$ cat src/rtl/mem_arbiter.sv
// -----------------------------------------------------------------------------
// mem_arbiter
//   Two-requester arbiter in front of a single-port synchronous memory.
//   Requester A (fetch) and requester B (load/store) each present one
//   transaction at a time; the winner is latched onto the memory port, the
//   memory samples it one edge later, and the read data is returned together
//   with a one-cycle ack for the owner. One transaction is started at most
//   every three cycles: IDLE -> ISSUE -> WAIT -> IDLE.
//
//   Configuration macro:
//     MEM_ARB_RR_EN  defined   : simultaneous requests are granted round-robin
//                                (A wins the first tie after reset).
//                    undefined : simultaneous requests always grant B; no
//                                pointer register exists.
//
//   Ports:
//     clk, rst_n          clock (rising edge), async active-low reset
//     a_req, a_we         requester A request / write enable
//     a_addr, a_wdata     requester A address / write data
//     a_ack               requester A completion pulse (1 cycle)
//     b_*                 requester B, same as A
//     rdata               read data, valid while a_ack or b_ack is high
//     mem_addr, mem_data  memory address / write data (held ISSUE..WAIT)
//     mem_we              memory write enable (high only during ISSUE)
//     mem_q               memory read data, one edge after mem_addr sampled
//     busy                high whenever the FSM is not in IDLE
// -----------------------------------------------------------------------------
module mem_arbiter #(
  parameter int ADDR_W = 16,
  parameter int DATA_W = 16
) (
  input  logic              clk,
  input  logic              rst_n,
  input  logic              a_req,
  input  logic              a_we,
  input  logic [ADDR_W-1:0] a_addr,
  input  logic [DATA_W-1:0] a_wdata,
  output logic              a_ack,
  input  logic              b_req,
  input  logic              b_we,
  input  logic [ADDR_W-1:0] b_addr,
  input  logic [DATA_W-1:0] b_wdata,
  output logic              b_ack,
  output logic [DATA_W-1:0] rdata,
  output logic [ADDR_W-1:0] mem_addr,
  output logic [DATA_W-1:0] mem_data,
  output logic              mem_we,
  input  logic [DATA_W-1:0] mem_q,
  output logic              busy
);

  localparam logic [1:0] S_IDLE  = 2'd0;
  localparam logic [1:0] S_ISSUE = 2'd1;
  localparam logic [1:0] S_WAIT  = 2'd2;

  logic [1:0] state;
  logic       owner_b;   // 1: B owns the transaction in flight
  logic       grant_b;   // arbitration result, used only in IDLE
  logic       any_req;

  assign any_req = a_req | b_req;

`ifdef MEM_ARB_RR_EN
  logic rr_b_last;       // 1: B was granted last, so A wins the next tie

  // On a tie the requester that was not granted last wins.
  assign grant_b = b_req & (~a_req | ~rr_b_last);
`else
  // Fixed priority: B (load/store) beats A (fetch) on a tie.
  assign grant_b = b_req;
`endif

  assign busy = (state != S_IDLE);

  // NOTE: all state below uses non-blocking assignments so every register
  // samples the pre-edge values; blocking here would create ordering races.
  always_ff @(posedge clk or negedge rst_n) begin
    if (!rst_n) begin
      state    <= S_IDLE;
      owner_b  <= 1'b0;
      mem_addr <= '0;
      mem_data <= '0;
      mem_we   <= 1'b0;
      rdata    <= '0;
      a_ack    <= 1'b0;
      b_ack    <= 1'b0;
    end else begin
      // NOTE: pulse outputs default low every cycle and are raised only in
      // the one state that needs them, which keeps them single-cycle.
      a_ack  <= 1'b0;
      b_ack  <= 1'b0;
      mem_we <= 1'b0;
      case (state)
        S_IDLE: begin
          if (any_req) begin
            owner_b  <= grant_b;
            mem_addr <= grant_b ? b_addr  : a_addr;
            mem_data <= grant_b ? b_wdata : a_wdata;
            mem_we   <= grant_b ? b_we    : a_we;
            state    <= S_ISSUE;
          end
        end
        S_ISSUE: begin
          // Memory samples addr/data/we at this edge; mem_we falls back to 0
          // via the default so the write happens exactly once.
          state <= S_WAIT;
        end
        S_WAIT: begin
          rdata <= mem_q;
          a_ack <= ~owner_b;
          b_ack <= owner_b;
          state <= S_IDLE;
        end
        default: state <= S_IDLE;
      endcase
    end
  end

`ifdef MEM_ARB_RR_EN
  always_ff @(posedge clk or negedge rst_n) begin
    if (!rst_n) begin
      rr_b_last <= 1'b1;
    end else if (state == S_IDLE && any_req) begin
      rr_b_last <= grant_b;
    end
  end
`endif

endmodule

$ cat config.mk
export PLATFORM = sky130hd
export DESIGN_NAME = mem_arbiter
export DESIGN_NICKNAME = d
export VERILOG_FILES = /design/src/rtl/mem_arbiter.sv
export SDC_FILE = /design/constraint.sdc
export NUM_CORES = 1
export LEC_CHECK = 0
export CORE_ASPECT_RATIO = 1.75
export CORE_MARGIN = 2
export CORE_UTILIZATION = 39
export CTS_CLUSTER_SIZE = 30
export DETAILED_ROUTE_END_ITERATION = 8
export GPL_ROUTABILITY_DRIVEN = 1
export GPL_TIMING_DRIVEN = 0
export MAX_ROUTING_LAYER = met4
export PLACE_DENSITY_LB_ADDON = 0.15
export REMOVE_ABC_BUFFERS = 1
export SLEW_MARGIN = 15
export SYNTH_ARGS = -nofsm -noshare
export SYNTH_HDL_FRONTEND = slang
export SYNTH_SLANG_ARGS = --single-unit
$ cat constraint.sdc
create_clock -name clk -period 1.9 [get_ports clk]
set_clock_uncertainty 0.15 [all_clocks]
set_input_delay 0.38 -clock clk [delete_from_list [all_inputs] [get_ports clk]]
set_output_delay 0.38 -clock clk [all_outputs]
set_load 0.02 [all_outputs]
==> flow_metrics.env <==
export IMPL_synth_warning_count=0
export IMPL_p_int_mw=4.06
export IMPL_layout_area_overhead_vs_synth_pct=58.7
export IMPL_ys_types=16
export IMPL_layout_common_cells="clkdlybuf4s50_1 (134), dfrtp_1 (54), mux2_2 (52)"
export IMPL_insertedDiodeCount=0
export IMPL_relSlewSlack=0.438
export IMPL_path_clk_slew_ns=0.09
export IMPL_drive_above_1_share=0.314
export IMPL_n_fill_cell=466
export IMPL_synth_avg_cell_area_sq_um=16.3
export IMPL_grt_ovfl_total=0
export IMPL_synth_area_sq_mm=0.00254
export IMPL_switching_share=0.345
export IMPL_required_ns=1.37
export IMPL_slowest_delay_ns=0.63
export IMPL_worstSetupPathType="reg2out"
export IMPL_drt_initial_drc_count=63
export IMPL_finalWeightedCongestion=0.713
export IMPL_antenna_found_initial=0
export IMPL_clockPowerShare=0.106
export IMPL_power_density_mw_per_mm2=1540
export IMPL_io_pins=138
export IMPL_synth_seq_cells=54
export IMPL_final_max_slew_viol_count=0
export IMPL_core_area_sq_mm=0.00623
export IMPL_final_setup_worst_slack_ns=0.0742
export IMPL_post_route_period_util=0.961
export IMPL_final_common_cell="clkdlybuf4s50_1"
export IMPL_cp_top_family="buffers and inverters"
export IMPL_regArea_sq_mm=0.00135
export IMPL_track_usage=0.172
export IMPL_status="complete, no violations"
export IMPL_pre_cts_ws_ns=-0.612
export IMPL_die_h_microns=111
export IMPL_cts_root_buf="clkbuf_8"
export IMPL_cp_cell_sequence="clkdlybuf4s50_1"
export IMPL_fin_crit_ns=1.83
export IMPL_seqPwrFrac=0.326
export IMPL_routedWlPerCell_microns=14.9
export IMPL_grt_pass1_wl_microns=9290
export IMPL_cp_max_fo=2
export IMPL_start_util=0.407
export IMPL_fp_dieArea_sq_mm=0.00719
export IMPL_fin_nets=378
export IMPL_syn_inst=156
export IMPL_p_sw_mw=2.14
export IMPL_rsz0062_at_grt="false"
export IMPL_post_dp_hpwl_microns=4180
export IMPL_cts_tree="yes"
export IMPL_end_kind="output pin"
export IMPL_max_freq_mhz=548
export IMPL_detail_route_first_pass_iterations=4
export IMPL_arrival_ns=1.30
export IMPL_netlist_area_leader_share=0.533
export IMPL_post_cts_repair_setup_buffers=0
export IMPL_multi_input_area_sq_mm=0.00108
export IMPL_worstMarginPinSlew_ns=0.843
export IMPL_ant_nets=0
export IMPL_via_per_inst=4.66
export IMPL_p_leak_nw=1.70
export IMPL_vias=1739
export IMPL_synth_top_cell_by_area="dfrtp_1"
export IMPL_cts_num_sinks=54
export IMPL_synth_area_leaders="dfrtp_1 (53%), mux2_2 (23%), mux2_4 (17%)"
export IMPL_hold_class="reg2reg"
export IMPL_cts_buffer_depth=2
export IMPL_power_mw=6.20
export IMPL_drt_wl_total_microns=5570
export IMPL_grt_pass1_vias=1853
export IMPL_hold_viol=0
export IMPL_insertion_delay_ns=0.30
export IMPL_grt_max_degree=55
export IMPL_cts_htree_levels=2
export IMPL_crit_slowest_cell="clkdlybuf4s50_1"
export IMPL_max_cap_violations=0
export IMPL_fp_dieW_microns=65.0
export IMPL_path_buf_inv=1
export IMPL_vdd_drop_max_mv=0.911
export IMPL_start_kind="flop"
export IMPL_rows=38
export IMPL_setup_viol=0
export IMPL_cts_buffers=5
export IMPL_pwr_share_comb=0.568
export IMPL_drcViolationCount=0
export IMPL_port_buffers=137
export IMPL_ys_seq_area_frac=0.533
==> synthesized netlist by cell type (all sizes together) <==
cell,instances
a21oi,1
mux2,80
nor2b,2
o21a,1
inv,2
a21o,1
nor2,3
dfrtp,54
mux2i,1
buf,10
nand2b,1
==> repair_timing <==
action                     CTS  global route
hold endpoints to repair    54             0
setup endpoints to repair   34             1
resized for setup            3             1
hold buffers                 1             0
==> logic make-up after synthesis <==
logic type	after synthesis	share of synthesized area
AO/OA/AOI/OAI	3	0.00789
flip-flops	54	0.533
buffers and inverters	12	0.0464
AND/OR/NAND/NOR	6	0.0128
multiplexers	81	0.400
==> metal layers <==
metal  global-route usage  part of all wire  vias up  wire [microns]
li1                     -                 -      818               -
met1                0.196              0.36      833            2020
met2                0.294              0.55       81            3050
met3               0.0416             0.071        7             397
met4               0.0525             0.017        0              95
met5                    -                 0        -               0
==> registers in the layout, indices dropped and copies added, names as in the netlist <==
| signal | flops |
|---|---|
| b_ack | 1 |
| mem_we | 1 |
| state | 2 |
| rdata | 16 |
| mem_data | 16 |
| a_ack | 1 |
| mem_addr | 16 |
| owner_b | 1 |
==> power by group through the flow <==
| stage | registers (mW) | clock network [mW] | logic [mW] |
|---|---|---|---|
| floorplan | 2.71 | 0 | 1.31 |
| global placement | 2.02 | 0 | 3.55 |
| detailed placement | 2.03 | 0 | 3.57 |
| CTS | 2.02 | 0.685 | 3.58 |
| global route | 2.10 | 0.738 | 3.72 |
| finish | 2.02 | 0.654 | 3.52 |
==> layout make-up <==
type	count	share of cell area
multi-input cells	90	0.268
clock inverters	1	0.00124
inverters	2	0.00186
well taps	80	0.0249
flip-flops and latches	54	0.336
clock buffers	7	0.0214
repair buffers	139	0.346
==> stage by stage <==
stage,TNS (ns),utilization,hold slack [ns],std cells,area [sq um]
3_5_place_dp,-16.54,0.628,0.273,364,3910
4_1_cts,0,0.646,0.288,373,4020
6_report,0,0.646,0.290,373,4030
5_1_grt,0,0.646,0.307,373,4030
3_3_place_gp,-154.89,0.626,0.263,363,3900
2_1_floorplan,-14.66,-,-0.0656,146,2430
==> final timing paths <==
| check | start | cells after the start | endpoint | slack (ns) |
|---|---|---|---|---|
| min reg2reg | owner_b | 1 | a_ack | 0.29 |
| min | owner_b | 1 | a_ack | 0.29 |
| max | mem_data[14] | 1 | mem_data[14] | 0.07 |
| min in group asynchronous | rst_n | 2 | rdata[3] | 0.49 |
| max in group asynchronous | rst_n | 2 | mem_addr[6] | 0.65 |
| max reg2reg | state[0] | 2 | rdata[2] | 0.14 |
(Power assumes the default switching activity.)
